==> src/rtl/sti_load_arb_if.sv <==
// Bundle of requester, transmitter and status signals around the load arbiter.
// The slave modport is the arbiter's view; master is the environment's view.
interface sti_load_arb_if;
    logic        a_req;
    logic [15:0] a_data;
    logic [4:0]  a_cfg;
    logic        a_ack;
    logic        b_req;
    logic [15:0] b_data;
    logic [4:0]  b_cfg;
    logic        b_ack;
    logic        end_req;
    logic        load;
    logic [15:0] pi_data;
    logic [1:0]  pi_length;
    logic        pi_fill;
    logic        pi_msb;
    logic        pi_low;
    logic        pi_end;
    logic        so_valid;
    logic        busy;
    logic        err;
    logic [7:0]  done_cnt;
    logic [2:0]  dbg_state;

    modport slave (
        input  a_req, a_data, a_cfg, b_req, b_data, b_cfg, end_req, so_valid,
        output a_ack, b_ack, load, pi_data, pi_length, pi_fill, pi_msb, pi_low,
               pi_end, busy, err, done_cnt, dbg_state
    );

    modport master (
        output a_req, a_data, a_cfg, b_req, b_data, b_cfg, end_req, so_valid,
        input  a_ack, b_ack, load, pi_data, pi_length, pi_fill, pi_msb, pi_low,
               pi_end, busy, err, done_cnt, dbg_state
    );
endinterface

==> src/rtl/sti_load_arb.sv <==
// Round-robin arbiter feeding two word requesters into a serial transmitter,
// checking each transfer's serial-valid run length against the granted length.
module sti_load_arb #(
    parameter int TIMEOUT = 16
) (
    input logic         clk,
    input logic         reset,
    sti_load_arb_if.slave bus
);
    // Handshake: a requester holds req (with data/cfg stable) until it sees a
    // one-cycle ack; the word is captured onto pi_* on the same edge as the ack.

    localparam int TW = (TIMEOUT > 1) ? $clog2(TIMEOUT) : 1;
    localparam logic [TW-1:0] TMAX = TW'(TIMEOUT - 1);

    typedef enum logic [2:0] {
        S_IDLE  = 3'd0,
        S_LOAD  = 3'd1,
        S_WAIT  = 3'd2,
        S_SHIFT = 3'd3,
        S_GAP   = 3'd4,
        S_END   = 3'd5
    } state_t;

    state_t        r_state;
    logic          r_last_b;
    logic          r_a_ack;
    logic          r_b_ack;
    logic          r_load;
    logic          r_pi_end;
    logic          r_err;
    logic [15:0]   r_pi_data;
    logic [4:0]    r_pi_cfg;
    logic [7:0]    r_done_cnt;
    logic [5:0]    r_expected;
    logic [5:0]    r_bit_cnt;
    logic [TW-1:0] r_timer;

    logic w_grant_b;

    // B wins only when A is idle or when A held the previous grant.
    assign w_grant_b = bus.b_req && (!bus.a_req || !r_last_b);

    always_ff @(posedge clk) begin
        if (reset) begin
            r_state    <= S_IDLE;
            r_last_b   <= 1'b1;
            r_a_ack    <= 1'b0;
            r_b_ack    <= 1'b0;
            r_load     <= 1'b0;
            r_pi_end   <= 1'b0;
            r_err      <= 1'b0;
            r_pi_data  <= 16'd0;
            r_pi_cfg   <= 5'd0;
            r_done_cnt <= 8'd0;
            r_expected <= 6'd0;
            r_bit_cnt  <= 6'd0;
            r_timer    <= '0;
        end else begin
            r_a_ack <= 1'b0;
            r_b_ack <= 1'b0;
            r_load  <= 1'b0;
            case (r_state)
                S_IDLE: begin
                    if (bus.a_req || bus.b_req) begin
                        if (w_grant_b) begin
                            r_pi_data <= bus.b_data;
                            r_pi_cfg  <= bus.b_cfg;
                            r_b_ack   <= 1'b1;
                            r_last_b  <= 1'b1;
                        end else begin
                            r_pi_data <= bus.a_data;
                            r_pi_cfg  <= bus.a_cfg;
                            r_a_ack   <= 1'b1;
                            r_last_b  <= 1'b0;
                        end
                        r_state <= S_LOAD;
                    end else if (bus.end_req) begin
                        r_pi_end <= 1'b1;
                        r_state  <= S_END;
                    end
                end
                S_LOAD: begin
                    r_load     <= 1'b1;
                    r_expected <= {({1'b0, r_pi_cfg[4:3]} + 3'd1), 3'b000};
                    r_timer    <= '0;
                    r_state    <= S_WAIT;
                end
                S_WAIT: begin
                    if (bus.so_valid) begin
                        r_bit_cnt <= 6'd1;
                        r_state   <= S_SHIFT;
                    end else if (r_timer == TMAX) begin
                        r_err   <= 1'b1;
                        r_state <= S_GAP;
                    end else begin
                        r_timer <= r_timer + 1'b1;
                    end
                end
                S_SHIFT: begin
                    if (bus.so_valid) begin
                        if (r_bit_cnt != 6'd63) r_bit_cnt <= r_bit_cnt + 6'd1;
                    end else begin
                        if (r_bit_cnt == r_expected) r_done_cnt <= r_done_cnt + 8'd1;
                        else                         r_err      <= 1'b1;
                        r_state <= S_GAP;
                    end
                end
                S_GAP:   r_state <= S_IDLE;
                S_END:   r_state <= S_END;
                default: r_state <= S_IDLE;
            endcase
        end
    end

    assign bus.a_ack     = r_a_ack;
    assign bus.b_ack     = r_b_ack;
    assign bus.load      = r_load;
    assign bus.pi_data   = r_pi_data;
    assign bus.pi_length = r_pi_cfg[4:3];
    assign bus.pi_fill   = r_pi_cfg[2];
    assign bus.pi_msb    = r_pi_cfg[1];
    assign bus.pi_low    = r_pi_cfg[0];
    assign bus.pi_end    = r_pi_end;
    assign bus.err       = r_err;
    assign bus.done_cnt  = r_done_cnt;
    assign bus.busy      = (r_state != S_IDLE) && (r_state != S_END);
    assign bus.dbg_state = r_state;
endmodule

==> src/flat_wrapper.sv <==
// flat-port wrapper written by rule: the top's interface ports become plain ports
module sti_load_arb_flat 
#(
    parameter int TIMEOUT = 16
)
  (clk, reset, bus_a_req, bus_a_data, bus_a_cfg, bus_b_req, bus_b_data, bus_b_cfg, bus_end_req, bus_so_valid, bus_a_ack, bus_b_ack, bus_load, bus_pi_data, bus_pi_length, bus_pi_fill, bus_pi_msb, bus_pi_low, bus_pi_end, bus_busy, bus_err, bus_done_cnt, bus_dbg_state);
  sti_load_arb_if bus_i ();
  input logic clk;
  input logic reset;
  input wire logic [$bits(bus_i.a_req)-1:0] bus_a_req;
  input wire logic [$bits(bus_i.a_data)-1:0] bus_a_data;
  input wire logic [$bits(bus_i.a_cfg)-1:0] bus_a_cfg;
  input wire logic [$bits(bus_i.b_req)-1:0] bus_b_req;
  input wire logic [$bits(bus_i.b_data)-1:0] bus_b_data;
  input wire logic [$bits(bus_i.b_cfg)-1:0] bus_b_cfg;
  input wire logic [$bits(bus_i.end_req)-1:0] bus_end_req;
  input wire logic [$bits(bus_i.so_valid)-1:0] bus_so_valid;
  output wire logic [$bits(bus_i.a_ack)-1:0] bus_a_ack;
  output wire logic [$bits(bus_i.b_ack)-1:0] bus_b_ack;
  output wire logic [$bits(bus_i.load)-1:0] bus_load;
  output wire logic [$bits(bus_i.pi_data)-1:0] bus_pi_data;
  output wire logic [$bits(bus_i.pi_length)-1:0] bus_pi_length;
  output wire logic [$bits(bus_i.pi_fill)-1:0] bus_pi_fill;
  output wire logic [$bits(bus_i.pi_msb)-1:0] bus_pi_msb;
  output wire logic [$bits(bus_i.pi_low)-1:0] bus_pi_low;
  output wire logic [$bits(bus_i.pi_end)-1:0] bus_pi_end;
  output wire logic [$bits(bus_i.busy)-1:0] bus_busy;
  output wire logic [$bits(bus_i.err)-1:0] bus_err;
  output wire logic [$bits(bus_i.done_cnt)-1:0] bus_done_cnt;
  output wire logic [$bits(bus_i.dbg_state)-1:0] bus_dbg_state;
  assign bus_i.a_req = bus_a_req;
  assign bus_i.a_data = bus_a_data;
  assign bus_i.a_cfg = bus_a_cfg;
  assign bus_i.b_req = bus_b_req;
  assign bus_i.b_data = bus_b_data;
  assign bus_i.b_cfg = bus_b_cfg;
  assign bus_i.end_req = bus_end_req;
  assign bus_i.so_valid = bus_so_valid;
  assign bus_a_ack = bus_i.a_ack;
  assign bus_b_ack = bus_i.b_ack;
  assign bus_load = bus_i.load;
  assign bus_pi_data = bus_i.pi_data;
  assign bus_pi_length = bus_i.pi_length;
  assign bus_pi_fill = bus_i.pi_fill;
  assign bus_pi_msb = bus_i.pi_msb;
  assign bus_pi_low = bus_i.pi_low;
  assign bus_pi_end = bus_i.pi_end;
  assign bus_busy = bus_i.busy;
  assign bus_err = bus_i.err;
  assign bus_done_cnt = bus_i.done_cnt;
  assign bus_dbg_state = bus_i.dbg_state;
  sti_load_arb #(.TIMEOUT(TIMEOUT)) u_core (.clk(clk), .reset(reset), .bus(bus_i));
endmodule
==> config.mk <==
export PLATFORM = sky130hd
export DESIGN_NAME = sti_load_arb_flat
export DESIGN_NICKNAME = d
export VERILOG_FILES = /design/src/rtl/sti_load_arb_if.sv /design/src/rtl/sti_load_arb.sv /design/src/flat_wrapper.sv
export SDC_FILE = /design/constraint.sdc
export NUM_CORES = 1
export LEC_CHECK = 0
export CAP_MARGIN = 20
export CORE_MARGIN = 1.5
export CORE_UTILIZATION = 42
export CTS_BUF_LIST = sky130_fd_sc_hd__clkbuf_4
export DETAILED_ROUTE_END_ITERATION = 10
export GPL_ROUTABILITY_DRIVEN = 0
export PLACE_DENSITY = 0.88
export SKIP_CTS_REPAIR_TIMING = 1
export SLEW_MARGIN = 20
export SYNTH_ARGS = -nofsm -noshare
export SYNTH_HDL_FRONTEND = slang
export SYNTH_SLANG_ARGS = --single-unit
==> constraint.sdc <==
create_clock -name clk -period 1.66 [get_ports clk]
set_clock_uncertainty 0.2 [all_clocks]
set_input_delay 0.332 -clock clk [delete_from_list [all_inputs] [get_ports clk]]
set_output_delay 0.332 -clock clk [all_outputs]
set_load 0.1 [all_outputs]
---- Word level (Yosys, flattened, before mapping) ----
Index checks and enable logic that the tools add are counted.
Widths: inputs -> output; s select.
cells by class
  $add $sub $neg .......................... 4
  eq/ne operators ......................... 18
  multiplexer cells ....................... 23
  bitwise gates (word level) .............. 3
  reduce and logical (&&, ||, !) cells .... 18
operator list
  kind                 number
  $mux 6               3
  $mux 16              1
  $mux 3               5
  $pmux 3 s5           1
  $ne 2x2->1 const B   6
  $pmux 6 s2           1
  $reduce_and 3->1     4
  $add 8x1->8 const B  1
  $mux 4               2
  $pmux 4 s2           1
  $mux 1               7
  $add 6x1->6 const B  1
  $eq 3x2->1 const B   2
  $eq 6x6->1           1
  $ne 3x2->1 const B   2
  $ne 6x6->1 const B   1
  $mux 5               1
  $reduce_and 5->1     1
  $add 4x1->4 const B  1
  $eq 4x4->1 const B   1
  $ne 2x1->1 const B   2
  $reduce_and 4->1     1
  $reduce_bool 2->1    2
  $add 2x1->3 const B  1
  other kinds (12)     17
storage, ports and cells
  register bits ........................... 51
  output and inout bits ................... 38
  word-level logic and storage cells ...... 79

---- Depth between registers and ports, before layout ----
  depth in word-level cells ............... 4
  gate-level depth with buffers ........... 7

---- Worst setup path before layout ----
No wires, ideal clock.
  path kind ............................... register -> output
  start point ............................. register u_core.r_state[2], in the netlist u_core.bus.dbg_state[2]
  end point ............................... output bus_busy
  arrival time ............................ 2,814 ps
  data required time ...................... 1,128 ps
  path slack .............................. -1,686 ps
  cell stages (with the launch flop) ...... 4
  buffers on the path ..................... 1
  path through ............................ dfxtp_1 buf_2 nor2_1 o21bai_1
between the ends
  longest elaborated chain between the ends .. 2
  elaborated cells on any way between the ends .. 3
ends and longest elaborated chain
  element                                          line                 source
  start, declared                                  sti_load_arb.sv:25   state_t r_state;
  start signal, assigned                           sti_load_arb.sv:46   r_state <= S_IDLE;
  start signal, assigned                           sti_load_arb.sv:77   r_state <= S_LOAD;
  start signal, assigned                           sti_load_arb.sv:80   r_state <= S_END;
  $ne 3x3->1 or $reduce_bool 3->1 (tied branches)  sti_load_arb.sv:127  assign bus.busy = (r_state != S_IDLE) && (r_state != S_END);
  $logic_and 1x1->1 (*)                            sti_load_arb.sv:127
  end, declared                                    flat_wrapper.sv:27   output wire logic [$bits(bus_i.busy)-1:0] bus_busy;
Every way passes the cells marked *; elsewhere a longest branch is shown, timed or not.

---- Worst setup path after layout ----
Same ends and word-level chain as after synthesis.

==> results.toml <==
[detailed_routing]
route.met2.wl_um = 4036
drtIter0Drc = 136
drtPass1Iterations = 4
routed-wl-met3_um = 521
via_count = 2637
met1_length_um = 2802
wl_um = 7598
ant_nets = 0
avgRoutedWirePerCell_um = 16.20
via_per_inst = 5.623
drc = 0
top_layer = "met4"

[global_route]
grt_pass1_vias = 2513
grt_util_all_layers_pct = 23.44
grt_overflow = 0
grt_first_pass_wirelength_um = 11450
antenna_found_initial = 0
grt_max_degree = 38

[yosys]
synth-compound-area-share_pct = 20.48
yosys_warnings = 0
ys_top_cells_by_area = "dfxtp_1 (43%), mux2i_1 (8.8%), a211oi_1 (7.8%)"
synth_top_family_by_area = "compound AO/OA/AOI/OAI gates"
synth_top_area_share_pct = 42.52
synth-main-ff-cell = "dfxtp_1"
synth.avg_cell_area_um2 = 8.893
post_synth_xor_area_fraction_pct = 2.189
yosysTopAreaCell = "dfxtp_1"
synthCells = 270
synth-seq-area-share_pct = 42.52
synth_nets = 323
synth_mux_area_share_pct = 8.755
synth-seq-cells = 51
synthArstFlopShare_pct = 0
synth-edff-count = 0
yosys.area_share.simple_pct = 18.97
yosysUniqueCellTypes = 40
synthAdderAreaFrac_pct = 2.606
synth_area_mm2 = 0.002401

[sta]
rsz0062_at_grt = "true"
fin_crit_sh_pct = 117.4
timing.final.max_slew_violations = 0
slew_headroom_pct = 73.29
whs_ns = 0.1016
layout_setup_ws_ns = -0.2889
period_needed_ns = 1.949
setup_viol = 40
tightest_slew_ns = 0.3995
finalHoldViolations = 0
max_freq_mhz = 513.1

[clock_tree]
clock-root-buffer = "clkbuf_4"
clockBufferDepth = 2
tritoncts = "built"
cts_buffers = 5
numClockSinks = 51
clkLatencyLatePin_ns = 0.39
clk_pin_slew_ns = 0.16
h-tree-depth = 2

[worst_setup_path]
critical_path_required_ns = 1.13
rrSetupSlack_ns = -0.26
cpPeakStageDelay_ns = 0.42
cp.arrival_ns = 1.42
path_class = "reg -> out"
critical-path-slowest-cell = "dfxtp_4"
regToRegStartpoint = "u_core.bus.dbg_state[0]"
reg2reg_depth = 5
crit_end = "bus_busy"
worstSetupStartpoint = "u_core.bus.dbg_state[2]"
crit_chain = "buf_6 > nor2_4 > buf_6 > o21bai_4 > buf_12"
cp-start-kind = "flip-flop"
r2r_end = "u_core.bus.pi_data[5]"
critical_path.max_fanout = 5
cpMostUsedCell = "buf_6"
endpoint_kind = "output pin"

[final_layout]
fillers = 299
syn_to_final_growth_pct = 81.19
instances_no_fill = 469
num_antenna_cells = 0
final_layout_size_suffix_gt1_share_pct = 36.78
nets = 449

[floorplanning]
ios = 86
start_util_pct = 43.60
core_area_mm2 = 0.005507
rows = 27
die_h_um = 78.61
die_w_um = 78.61
dieArea_mm2 = 0.006180

[power]
switchingPower_mw = 2.288
p_seq_share_pct = 31.6
leakagePower_nw = 1.664
p_comb_share_pct = 56.1
ir_drop_mv = 0.8403
swShare_pct = 46.02
power.total_mw = 4.972
p_int_mw = 2.684
clockPowerShare_pct = 12.3
p_per_area_mw_per_mm2 = 1143

[min_path]
hold_class = "in -> reg"
hold_start = "reset"

[placement]
dp_hpwl_um = 5302
dp.cells = 449
io_buffers = 85

[status]
violations = "negative setup slack"
status = "complete, but fails checks"

[job]
drv_cap = 0
-- stage by stage --
stage | cell area [um2] | setup slack [ns] | util, % | TNS [ns]
6_report | 4350 | -0.2889 | 79.00 | -5.457
3_5_place_dp | 4023 | -0.5018 | 73.05 | -13.71
3_3_place_gp | 4023 | -0.4324 | 73.05 | -10.99
2_1_floorplan | 2485 | -0.1708 | - | -4.166
5_1_grt | 4350 | -0.3484 | 79.00 | -9.369
4_1_cts | 4083 | -0.4023 | 74.14 | -3.815
-- how the worst min path moves through the flow --
stage / end / depth (start not counted) / slack [ns]
2_1_floorplan: u_core.r_timer[1] / 2 / 0.25
3_3_place_gp: u_core.r_timer[1] / 2 / 0.26
3_5_place_dp: u_core.r_timer[1] / 2 / 0.27
4_1_cts: u_core.bus.load / 2 / 0.1
5_1_grt: u_core.bus.load / 2 / 0.1
6_report: u_core.bus.load / 2 / 0.10
-- cells in the final DEF, fill, tap and decap left out, types with 4 or more instances in the layout --
cell type	instances
dfxtp_4	8
o21ai_0	6
xnor2_1	6
clkdlybuf4s50_1	45
nand2_1	12
nand3_1	6
dfxtp_1	36
o31ai_1	6
mux2i_1	21
a21oi_1	14
or4_4	4
buf_6	8
buf_4	42
a211oi_1	23
clkbuf_4	5
buf_12	40
nor2b_1	4
dfxtp_2	7
nor2_1	32
a21oi_2	6
inv_1	4
-- per-layer routing --
| metal | global-route usage (%) | vias up |
|---|---|---|
| met5 | 0 | - |
| met4 | 10.18 | 0 |
| met3 | 7.674 | 21 |
| met2 | 41.90 | 117 |
| met1 | 24.96 | 1258 |
| li1 | - | 1241 |
-- synthesized netlist by cell type (5+ instances only) --
cell,n
ha_1,5
o21ai_0,9
a31oi_1,5
nand2_1,12
inv_1,8
dfxtp_1,51
or4_1,6
nor2_1,34
clkbuf_1,8
nand3_1,6
xnor2_1,6
buf_2,8
mux2i_1,21
o31ai_1,6
a21oi_1,20
a211oi_1,25
nor2b_1,5
-- power by group through the flow --
stage                     Sequential, mW  Clock (mW)  Combinational [mW]
after global routing                1.58       0.681                2.91
after floorplan                     2.47           0               0.639
after detailed placement            1.59           0                2.63
final                               1.57       0.611                2.79
after global placement              1.58           0                2.56
after CTS                           1.57       0.616                2.63
-- flip-flops by register name, summed over array words and instances (netlist names), 3 cells and up --
register / count
u_core.r_pi_cfg: 5
u_core.r_expected: 3
u_core.bus.done_cnt: 8
u_core.r_timer: 4
u_core.bus.dbg_state: 3
u_core.bus.pi_data: 16
u_core.r_bit_cnt: 6
-- worst max-delay path: cells and delay by family, from the launching register on --
kind            cells  cell delay, ns
buf+inv             3            0.43
flops               1            0.42
simple gates        1            0.04
compound gates      1            0.15
-- kinds of logic (layout without fill, tap and decap cells) --
logic type	Yosys count	after routing
compound gates	74	74
xor+xnor	6	6
fa+ha+maj	5	5
buf+inv	26	153
flops	51	51
mux	21	21
simple gates	87	87
-- layout make-up --
| cell class | count | area (um2) | area share, % |
|---|---|---|---|
| timing repair buffer | 137 | 1674 | 38.48 |
| multi-input combinational | 193 | 1434 | 32.96 |
| sequential | 51 | 1060 | 24.36 |
| tap | 72 | 90.09 | 2.071 |
| clock buffer | 5 | 37.54 | 0.8628 |
| inverter | 8 | 32.53 | 0.7478 |
| clock inverter | 3 | 22.52 | 0.5177 |
No activity file was read; power rests on OpenSTA's default activity.
